===== src/rtl/wb_write_arbiter_pkg.sv =====
// Shared constants and types for the write-back arbiter slice.
package wb_write_arbiter_pkg;

   localparam int  REG_BUS_W     = 32;
   localparam int  REG_ADDR_W    = 5;
   localparam logic WRITE_ENABLE  = 1'b1;
   localparam logic WRITE_DISABLE = 1'b0;
   localparam logic RST_ENABLE    = 1'b1;
   localparam logic [REG_ADDR_W-1:0] NOP_REG_ADDR = '0;
   localparam logic [REG_BUS_W-1:0]  ZERO_WORD    = '0;

   typedef enum logic [1:0] {
      SRC_NONE = 2'd0,
      SRC_PIPE = 2'd1,
      SRC_FIFO = 2'd2
   } wb_src_e;

   // The in-order pipe always owns the port; the FIFO only fills holes.
   function automatic wb_src_e pick_src(input logic pipe_wr, input logic fifo_nonempty);
      if (pipe_wr)
         return SRC_PIPE;
      else if (fifo_nonempty)
         return SRC_FIFO;
      else
         return SRC_NONE;
   endfunction

endpackage


===== src/rtl/wb_write_arbiter_ll_fifo.sv =====
// Small circular FIFO holding long-latency {addr,data} results awaiting the write port.
module wb_ll_fifo
   import wb_write_arbiter_pkg::*;
#(
   parameter int DEPTH  = 2,
   parameter int ADDR_W = 5,
   parameter int DATA_W = 32
) (
   input  logic                      clk,
   input  logic                      rst,
   input  logic                      push,
   input  logic [ADDR_W-1:0]         push_addr,
   input  logic [DATA_W-1:0]         push_data,
   input  logic                      pop,
   output logic [$clog2(DEPTH):0]    count,
   output logic [ADDR_W-1:0]         head_addr,
   output logic [DATA_W-1:0]         head_data
);

   localparam int PTR_W = $clog2(DEPTH);

   logic [ADDR_W-1:0] addr_mem [DEPTH];
   logic [DATA_W-1:0] data_mem [DEPTH];
   logic [PTR_W-1:0]  wr_ptr;
   logic [PTR_W-1:0]  rd_ptr;

   // Pointers wrap naturally because DEPTH is a power of two.
   always_ff @(posedge clk) begin
      if (rst == RST_ENABLE) begin
         wr_ptr <= '0;
         rd_ptr <= '0;
         count  <= '0;
      end else begin
         if (push)
            wr_ptr <= wr_ptr + 1'b1;
         if (pop)
            rd_ptr <= rd_ptr + 1'b1;
         case ({push, pop})
            2'b10:   count <= count + 1'b1;
            2'b01:   count <= count - 1'b1;
            default: count <= count;
         endcase
      end
   end

   always_ff @(posedge clk) begin
      if (push) begin
         addr_mem[wr_ptr] <= push_addr;
         data_mem[wr_ptr] <= push_data;
      end
   end

   assign head_addr = addr_mem[rd_ptr];
   assign head_data = data_mem[rd_ptr];

endmodule


===== src/rtl/wb_write_arbiter.sv =====
// Write-back stage: merges MEM results and buffered long-latency results onto the
// single regfile write port, and tracks registers with outstanding long-latency writes.
module wb_write_arbiter
   import wb_write_arbiter_pkg::*;
#(
   parameter int DEPTH   = 2,
   parameter int REG_NUM = 32,
   parameter int ADDR_W  = 5,
   parameter int DATA_W  = 32
) (
   input  logic              clk,
   input  logic              rst,
   input  logic              mem_wreg_i,
   input  logic [ADDR_W-1:0] mem_waddr_i,
   input  logic [DATA_W-1:0] mem_wdata_i,
   input  logic [DATA_W-1:0] mem_inst_i,
   input  logic              stall_i,
   input  logic              flush_i,
   input  logic              ll_issue_i,
   input  logic [ADDR_W-1:0] ll_issue_addr_i,
   input  logic              ll_valid_i,
   output logic              ll_ready_o,
   input  logic [ADDR_W-1:0] ll_waddr_i,
   input  logic [DATA_W-1:0] ll_wdata_i,
   input  logic [ADDR_W-1:0] rd_addr1_i,
   input  logic [ADDR_W-1:0] rd_addr2_i,
   output logic              busy1_o,
   output logic              busy2_o,
   output logic              stall_req_o,
   output logic              wb_wreg_o,
   output logic [ADDR_W-1:0] wb_waddr_o,
   output logic [DATA_W-1:0] wb_wdata_o,
   output logic [DATA_W-1:0] wb_inst_o
);

   localparam int CNT_W = $clog2(DEPTH) + 1;
   localparam logic [CNT_W-1:0] FULL_CNT = CNT_W'(DEPTH);

   logic [CNT_W-1:0]   count;
   logic [ADDR_W-1:0]  head_addr;
   logic [DATA_W-1:0]  head_data;
   logic               pipe_wr_p0;
   logic               pop_p0;
   logic               push_p0;
   wb_src_e            src_p0;
   logic [REG_NUM-1:0] sb;
   logic [REG_NUM-1:0] sb_next;

   logic               vld_p1;
   logic [ADDR_W-1:0]  waddr_p1;
   logic [DATA_W-1:0]  wdata_p1;
   logic [DATA_W-1:0]  inst_p1;

   assign pipe_wr_p0  = mem_wreg_i & (mem_waddr_i != '0) & ~stall_i & ~flush_i;
   assign pop_p0      = ~pipe_wr_p0 & (count != '0);
   assign ll_ready_o  = (count < FULL_CNT);
   assign stall_req_o = (count == FULL_CNT);
   // Results aimed at $0 are acknowledged but never queued.
   assign push_p0     = ll_valid_i & ll_ready_o & (ll_waddr_i != '0);
   assign src_p0      = pick_src(pipe_wr_p0, count != '0);

   wb_ll_fifo #(
      .DEPTH  (DEPTH),
      .ADDR_W (ADDR_W),
      .DATA_W (DATA_W)
   ) u_ll_fifo (
      .clk       (clk),
      .rst       (rst),
      .push      (push_p0),
      .push_addr (ll_waddr_i),
      .push_data (ll_wdata_i),
      .pop       (pop_p0),
      .count     (count),
      .head_addr (head_addr),
      .head_data (head_data)
   );

   // Clear is applied before set so a same-cycle re-issue keeps the bit busy.
   always_comb begin
      sb_next = sb;
      if (pop_p0)
         sb_next[head_addr] = 1'b0;
      if (ll_issue_i && (ll_issue_addr_i != '0))
         sb_next[ll_issue_addr_i] = 1'b1;
   end

   assign busy1_o = sb[rd_addr1_i] & (rd_addr1_i != '0);
   assign busy2_o = sb[rd_addr2_i] & (rd_addr2_i != '0);

   // ---- p0 -> p1: write-port registers ----
   always_ff @(posedge clk) begin
      if (rst == RST_ENABLE) begin
         sb       <= '0;
         vld_p1   <= WRITE_DISABLE;
         waddr_p1 <= '0;
         wdata_p1 <= '0;
         inst_p1  <= '0;
      end else begin
         sb <= sb_next;
         case (src_p0)
            SRC_PIPE: begin
               vld_p1   <= WRITE_ENABLE;
               waddr_p1 <= mem_waddr_i;
               wdata_p1 <= mem_wdata_i;
               inst_p1  <= mem_inst_i;
            end
            SRC_FIFO: begin
               vld_p1   <= WRITE_ENABLE;
               waddr_p1 <= head_addr;
               wdata_p1 <= head_data;
               inst_p1  <= '0;
            end
            default: begin
               vld_p1   <= WRITE_DISABLE;
               waddr_p1 <= '0;
               wdata_p1 <= '0;
               inst_p1  <= '0;
            end
         endcase
      end
   end

   assign wb_wreg_o  = vld_p1;
   assign wb_waddr_o = waddr_p1;
   assign wb_wdata_o = wdata_p1;
   assign wb_inst_o  = inst_p1;

endmodule


===== config.mk =====
export PLATFORM = sky130hd
export DESIGN_NAME = wb_write_arbiter
export DESIGN_NICKNAME = d
export VERILOG_FILES = /design/src/rtl/wb_write_arbiter_pkg.sv /design/src/rtl/wb_write_arbiter_ll_fifo.sv /design/src/rtl/wb_write_arbiter.sv
export SDC_FILE = /design/constraint.sdc
export NUM_CORES = 1
export LEC_CHECK = 0
export BUFFER_PORTS_ARGS = -buffer_cell sky130_fd_sc_hd__buf_2
export CORE_MARGIN = 8
export CORE_UTILIZATION = 34
export DETAILED_ROUTE_END_ITERATION = 8
export PLACE_DENSITY = 0.66
export REMOVE_ABC_BUFFERS = 1
export SETUP_SLACK_MARGIN = 0.02
export SLEW_MARGIN = 20
export SYNTH_ARGS = -nofsm -noshare
export SYNTH_HDL_FRONTEND = slang
export SYNTH_SLANG_ARGS = --single-unit

===== constraint.sdc =====
create_clock -name clk -period 3 [get_ports clk]
set_input_delay 0.45 -clock clk [delete_from_list [all_inputs] [get_ports clk]]
set_output_delay 0.45 -clock clk [all_outputs]
set_load 0.02 [all_outputs]

==> results of run 1 <==
final timing paths:
| path | cells past startpoint | endpoint | slack, ns |
|---|---|---|---|
| min reg2reg | 2 | sb[0] | 0.47 |
| max | 5 | busy1_o | 0.72 |
| min | 1 | u_ll_fifo.data_mem[1][12] | 0.20 |
| max reg2reg | 3 | sb[10] | 1.08 |
cell usage after synthesis, types with 2 or more instances:
cell type / instances
nand3b_1: 3
and3_1: 4
buf_1: 4
nor4_4: 4
o21ai_0: 4
and2_1: 32
mux4_2: 13
nor3_1: 6
nand2b_1: 3
edfxtp_1: 74
dfxtp_1: 107
nand2_1: 72
a21oi_1: 70
a32oi_1: 2
nor2_1: 17
inv_1: 6
or2_2: 3
buf_4: 3
a311oi_1: 33
mux2i_1: 11
xnor2_1: 2
buf_2: 6
nor3b_1: 4
mux2_2: 39
nand3_1: 37
clkbuf_1: 30
or3_1: 2
power by group:
part | internal, mW | switching [mW] | total (mW) | leakage (nW)
combinational | 0.589 | 0.912 | 1.50 | 1.69
sequential | 2.87 | 0.112 | 2.98 | 1.56
clock | 1.19 | 0.963 | 2.15 | 0.273
cells by family after synthesis:
kind of cell	Yosys count	share of synthesized area, %
AOI/OAI and AO/OA	117	10.31
xor gates and xnor gates	3	0.3640
adders and majority gates	1	0.1733
buffers and inverters	50	2.963
DFF	181	60.44
muxes	63	11.66
and+or+nand+nor	193	14.09
layout make-up:
class / count / area, sq um
Fill cell: 2045 / 11870
Sequential cell: 181 / 4365
Multi-Input combinational cell: 377 / 2671
Timing Repair Buffer: 214 / 1116
Clock buffer: 22 / 454.2
Tap cell: 275 / 344.1
Clock inverter: 10 / 110.1
Inverter: 6 / 22.52
Antenna cell: 1 / 2.502
routing by layer:
metal	part of all wire, %	up-vias	GRT usage, %
li1	-	2621	-
met1	42	2561	16.68
met2	48	178	24.31
met3	8.4	23	5.492
met4	1.9	4	5.387
met5	0.14	-	0
flip-flops by register name, summed over array words and instances, names as in the netlist, named ones only:
| signal | count |
|---|---|
| u_ll_fifo.wr_ptr | 1 |
| u_ll_fifo.count | 2 |
| u_ll_fifo.rd_ptr | 1 |
| wb_inst_o | 32 |
| sb | 32 |
| wb_waddr_o | 5 |
| wb_wreg_o | 1 |
| wb_wdata_o | 32 |
| u_ll_fifo.data_mem | 64 |
| u_ll_fifo.addr_mem | 10 |
metrics by stage:
step                      area [sq um]  TNS (ns)  util, %
final                             9086         0    43.36
after global routing              9086         0    43.36
after CTS                         9084         0    43.35
after detailed placement          8519         0    40.66
after global placement            8519         0    40.66
after floorplan                   7029    -74.43        -
==> impl_metrics.toml, run 1 <==
[cells_and_area]
drive_gt1_share_pct = 38.15
area_growth_pct = 25.84
final_cells = 1086
final_nets = 926
final_cell_mix = "201 x buf_2, 106 x dfxtp_1, 74 x edfxtp_1"
layout_commonest_cell = "buf_2"

[critical_path]
cp.arrival_ns = 1.83
cp-startpoint = "sb[18]"
critPathMaxFanout = 3
cpLargestDelayFamily = "multiplexers"
worstSetupStartpointType = "register"
path_class = "register to output pin"
cp_slowest_stage_delay_ns = 0.46
crit_path_end_kind = "output pin"
crit_required_ns = 2.55
cp_num_buf_inv = 1
critPathSlowestCell = "mux4_2"
path_cells = "mux4_2 -> mux2_2 -> nand3b_1 -> nand4_1 -> buf_2"

[clocking]
post_cts_resized = 0
cts-hold-fix-buffers = 0
clock_sinks = 181
cts-root-buf = "clkbuf_16"
numCtsBuffers = 17
clk_pin_slew_ns = 0.07
cts_buffer_depth = 2
cts_tree = "done"
htree_num_levels = 4
cts_setup_buffers = 0
worst_skew_pair.late_latency_ns = 0.43

[yosys]
syn_avg_cell_area_sq_um = 11.88
synth_edf_count = 74
synth_top_area_share_pct = 30.77
ys.flop_type = "dfxtp_1"
ys_types = 44
ys_top_cells_by_area = "edfxtp_1 31%, dfxtp_1 30%, mux2_2 6.1%"
yosys_warnings = 0
seq_area_frac_synth_pct = 60.44
synth_top_area_cell = "edfxtp_1"
synthArstFlopShare_pct = 0
synth_seq_cells = 181
syn_area_sq_um = 7221
synthCells = 608

[placed_design]
place.gp.congestion = 0.7676
dpl_worst_slack_ns = 0.4746
placedCellCount = 1053
io_buffers = 201
dp_hpwl_microns = 13510

[sta]
fin_crit_sh_pct = 76.07
fin_skew_ns = 0.01385
hold_viol_final = 0
maxSlewHeadroom_pct = 34.69
rsz0062_at_grt = "false"
setup_violations = 0
max_freq_ghz = 0.4382
hold_ws_ns = 0.2041
layout_setup_ws_ns = 0.7179
fin_crit_ns = 2.282
tightest_slew_ns = 0.9775
slew_violations = 0

[power]
power.leakage_nw = 3.523
power_mw = 6.632
ir_drop_uv = 366.0
power_density_nw_per_um2 = 729.9

[min_path]
min_from = "ll_wdata_i[12]"
hold_class = "primary input to register"

[status]
status = "finished clean"

[routing]
drc = 0
drt-initial-drc-count = 367
dr.pass1.iters = 5
wl_microns = 19000
vias_per_cell = 4.960
antenna_left = 0
wire_per_inst_microns = 17.50
num_vias = 5387

[grt]
grt_max_degree = 40
grt_pass1_wl_microns = 29900
overflow = 0
grt_antenna_before_repair = 3
globalRouteTotalUtil_pct = 14.53
grt_pass1_vias = 5577

[floorplanning]
dieArea_sq_um = 26160
start_util_pct = 34.46
coreArea_sq_um = 20960
fp.dieH_microns = 161.7
rows = 53
num_io_pins = 202
die_w_microns = 161.7

[job]
drv_cap = 0
Note: power is estimated with default switching activity, not from simulation.
==> run 2: changes to the inputs <==
==> constraint.sdc (replaced) <==
create_clock -name clk -period 2.1 [get_ports clk]
set_input_delay 0.315 -clock clk [delete_from_list [all_inputs] [get_ports clk]]
set_output_delay 0.315 -clock clk [all_outputs]
set_load 0.02 [all_outputs]
==> impl_metrics.toml, run 2 (synthesis gave the netlist of run 1 again) <==
[status]
status = "finished, violations left"
violations = "setup timing"

[routing]
dr.pass1.iters = 5
antenna_left = 0
drt-initial-drc-count = 292
wl_microns = 18930
drc = 0
num_vias = 5483
vias_per_cell = 4.958
wire_per_inst_microns = 17.11

[sta]
fin_crit_ns = 2.147
fin_crit_sh_pct = 102.2
rsz0062_at_grt = "true"
fin_skew_ns = 0.01202
slew_violations = 0
max_freq_ghz = 0.4658
hold_viol_final = 0
layout_setup_ws_ns = -0.04664
tightest_slew_ns = 0.6669
maxSlewHeadroom_pct = 55.54
setup_violations = 2

[cells_and_area]
final_cell_mix = "200 x buf_2, 100 x dfxtp_1, 74 x edfxtp_1"
area_growth_pct = 28.64
fillers = 2037
drive_gt1_share_pct = 40.84
fin_util_pct = 44.33
regMostFlops = "u_ll_fifo.data_mem"
multi_input_area_sq_um = 2688
regArea_sq_um = 4373
layout_commonest_cell = "buf_2"
largest_reg_flops = 64
final_nets = 946

[power]
power.leakage_nw = 3.635
power_density_nw_per_um2 = 1026
ir_drop_uv = 511.8

[placed_design]
io_buffers = 201
place.gp.congestion = 0.8127
dp_hpwl_microns = 13610
dpl_worst_slack_ns = -0.03303

[clocking]
cts-hold-fix-buffers = 0
cts_tree = "done"
cts-root-buf = "clkbuf_16"
htree_num_levels = 4
clock_sinks = 181
cts_setup_buffers = 0
cts_buffer_depth = 2
clk_pin_slew_ns = 0.07
worst_skew_pair.late_latency_ns = 0.42
numCtsBuffers = 17

[floorplanning]
fp.dieH_microns = 161.7
start_util_pct = 34.46
dieArea_sq_um = 26160
coreArea_sq_um = 20960
rows = 53
num_io_pins = 202
die_w_microns = 161.7

[critical_path]
cp_slowest_stage_delay_ns = 0.46
worstSetupStartpointType = "register"
path_cells = "mux4_2 -> mux2_4 -> nand3b_1 -> nand4_1 -> buf_4"
crit_required_ns = 1.78
critPathMaxFanout = 3
cpLargestDelayFamily = "multiplexers"
path_class = "register to output pin"
crit_path_end_kind = "output pin"
cp_num_buf_inv = 1
critPathSlowestCell = "mux4_2"
cp.arrival_ns = 1.83

[min_path]
hold_class = "primary input to register"

[grt]
grt_antenna_before_repair = 3
grt_pass1_vias = 5606
grt_pass1_wl_microns = 30090
grt_max_degree = 39
overflow = 0
globalRouteTotalUtil_pct = 14.49

[job]
drv_cap = 0
## run 2: area by class of cell
type	instances	area share (%)
Multi-Input combinational cell	377	28.93
Clock inverter	13	1.239
Inverter	6	0.2425
Tap cell	275	3.704
Clock buffer	19	4.768
Antenna cell	1	0.02694
Timing Repair Buffer	234	14.01
Sequential cell	181	47.08
## run 2: final timing paths
check	slack [ns]	from	end	cells past startpoint
setup / recovery	-0.05	sb[23]	busy1_o	5
hold / removal	0.08	ll_wdata_i[4]	u_ll_fifo.data_mem[0][4]	1
setup reg to reg	0.37	register	sb[5]	3
hold reg to reg	0.48	sb[0]	sb[0]	2
## run 2: where the power goes
part / total, mW / switching, mW / internal (mW)
Clock: 3.00 / 1.42 / 1.59
Sequential: 4.23 / 0.141 / 4.09
Combinational: 2.30 / 1.35 / 0.944
Total: 9.53 / 2.91 / 6.62
## run 2: worst reg2reg max path, delay by kind of cell, from the launching register on
kind / cells / cell delay (ns)
and+or+nand+nor: 1 / 0.52
DFF: 1 / 0.47
AOI/OAI and AO/OA: 1 / 0.18
muxes: 1 / 0.42
## run 2: repair_timing
| action | CTS | global route |
|---|---|---|
| cloned | 0 | 0 |
| endpoints found under the hold margin | 0 | 0 |
| endpoints found under the setup margin | 2 | 2 |
| pin swaps | 1 | 2 |
| gates resized for setup | 6 | 4 |
## run 2: routing by layer
layer	global-route usage, %	wire, microns
met1	16.85	7745
met2	23.82	9051
met3	5.847	1758
met4	5.093	336
met5	0	35
## run 2: through the flow
| step | area [sq um] | hold WS, ns | instances | setup TNS, ns | power, mW |
|---|---|---|---|---|---|
| after floorplan | 7029 | 0.3841 | 564 | -180.14 | 5.708 |
| after global placement | 8655 | 0.4460 | 1071 | -0.005158 | 6.558 |
| after detailed placement | 8655 | 0.4556 | 1071 | -0.4583 | 6.594 |
| after CTS | 9229 | 0.05620 | 1103 | -0.1542 | 9.620 |
| after global routing | 9286 | 0.05480 | 1105 | -0.2206 | 10.01 |
| final | 9289 | 0.07924 | 1106 | -0.08605 | 9.533 |
==> run 3: changes to the inputs <==
--- a/config.mk
+++ b/config.mk
@@ -9,7 +9,7 @@
 export CORE_MARGIN = 8
 export CORE_UTILIZATION = 34
 export DETAILED_ROUTE_END_ITERATION = 8
-export PLACE_DENSITY = 0.66
+export PLACE_DENSITY = 0.68
 export REMOVE_ABC_BUFFERS = 1
 export SETUP_SLACK_MARGIN = 0.02
 export SLEW_MARGIN = 20
==> constraint.sdc (replaced) <==
create_clock -name clk -period 1.85 [get_ports clk]
set_input_delay 0.2775 -clock clk [delete_from_list [all_inputs] [get_ports clk]]
set_output_delay 0.2775 -clock clk [all_outputs]
set_load 0.02 [all_outputs]
==> impl_metrics.toml, run 3 (synthesis gave the netlist of run 1 again) <==
[status]
status = "finished, violations left"
violations = "setup timing"

[grt]
overflow = 0
grt_max_degree = 39
grt_antenna_before_repair = 5
globalRouteTotalUtil_pct = 14.41
grt_pass1_vias = 5653
grt_pass1_wl_microns = 29690

[floorplanning]
start_util_pct = 34.46
num_io_pins = 202
die_w_microns = 161.7
rows = 53
dieArea_sq_um = 26160
coreArea_sq_um = 20960
fp.dieH_microns = 161.7

[min_path]
worstHoldPathCells = 1
min_from = "ll_wdata_i[25]"
hold_class = "primary input to register"
whs_endpoint = "u_ll_fifo.data_mem[1][25]"

[cells_and_area]
largest_reg_flops = 64
final_cells = 1122
finish.instance_area_sq_um = 9422
final_nets = 962
area_growth_pct = 30.48
drive_gt1_share_pct = 41.66
regMostFlops = "u_ll_fifo.data_mem"
layout_commonest_cell = "buf_2"
final_cell_mix = "199 x buf_2, 99 x dfxtp_1, 74 x edfxtp_1"

[sta]
max_freq_ghz = 0.4709
maxSlewHeadroom_pct = 58.93
tightest_slew_ns = 0.6146
layout_setup_ws_ns = -0.2737
hold_viol_final = 0
slew_violations = 0
setup_violations = 2
rsz0062_at_grt = "true"
hold_ws_ns = 0.03838
fin_crit_sh_pct = 114.8
fin_crit_ns = 2.124
fin_skew_ns = 0.008407

[power]
power.leakage_nw = 3.722
power_density_nw_per_um2 = 1163
power_mw = 10.96
ir_drop_uv = 742.2

[routing]
num_vias = 5511
wl_microns = 18820
drc = 0
antenna_left = 0
drt-initial-drc-count = 279
vias_per_cell = 4.912
wire_per_inst_microns = 16.77
dr.pass1.iters = 4

[placed_design]
dp_hpwl_microns = 13240
placedCellCount = 1085
place.gp.congestion = 0.7797
post_dp_cell_area_sq_um = 8795
io_buffers = 201

[critical_path]
reg2reg_to = "sb[31]"
cp.arrival_ns = 1.85
worstSetupStartpointType = "register"
regToRegSetupSlack_ns = 0.24
crit_required_ns = 1.57
cp-startpoint = "sb[19]"
worstRegToRegCells = 6
critPathMaxFanout = 3
crit_path_end_kind = "output pin"
path_class = "register to output pin"

[clocking]
clock_sinks = 181
numCtsBuffers = 17
worst_skew_pair.late_latency_ns = 0.43
clk_pin_slew_ns = 0.07
htree_num_levels = 4
cts_buffer_depth = 2
cts-root-buf = "clkbuf_16"
cts-hold-fix-buffers = 0
cts_tree = "done"

[job]
drv_cap = 0
## run 3: metrics by stage
step	utilization, %	setup TNS [ns]	worst slack (ns)
floorplan	-	-221.72	-2.189
finish	44.96	-0.5448	-0.2737
CTS	44.92	-0.5839	-0.2966
global route	44.96	-0.7403	-0.3849
global placement	41.97	-18.40	-0.2094
detailed placement	41.97	-21.26	-0.2392
## run 3: worst max path at each step
stage                              end  slack [ns]  cells past startpoint
finish                         busy2_o       -0.27                      5
global route                   busy2_o       -0.38                      5
CTS                            busy2_o       -0.30                      5
detailed placement  u_ll_fifo.count[1]       -0.24                      7
global placement    u_ll_fifo.count[1]       -0.21                      7
floorplan                 wb_inst_o[0]       -2.19                      4
## run 3: where the power goes
group / total [mW] / internal (mW) / leakage [nW] / switching, mW
clock: 3.46 / 1.88 / 0.274 / 1.58
combinational: 2.68 / 1.13 / 1.89 / 1.55
sequential: 4.81 / 4.65 / 1.56 / 0.164
total: 11.0 / 7.66 / 3.72 / 3.30
## run 3: repair_timing
action / in CTS / in global routing
gates resized for setup: 15 / 1
cloned: 2 / 0
endpoints found under the setup margin: 76 / 2
buffers inserted: 2 / 0
pin swaps: 3 / 1
## run 3: layout make-up
cell class / count / area (sq um)
Sequential cell: 181 / 4374
Antenna cell: 2 / 5.005
Tap cell: 275 / 344.1
Clock buffer: 19 / 432.9
Fill cell: 1981 / 11530
Multi-Input combinational cell: 379 / 2703
Inverter: 6 / 22.52
Clock inverter: 12 / 118.9
Timing Repair Buffer: 248 / 1421
## run 3: worst max-delay path: stages (launching register included)
cell      delay [ns]
dfxtp_2         0.33
mux4_2          0.49
mux2i_1         0.20
o22ai_1         0.10
nand3b_1        0.17
buf_6           0.14
## run 3: layer usage
metal	global-route usage, %	vias to the layer above	wire [microns]
met4	6.313	6	333
met1	16.76	2616	7847
met2	23.76	174	9088
met3	4.986	28	1511
met5	0	-	40
li1	-	2687	-
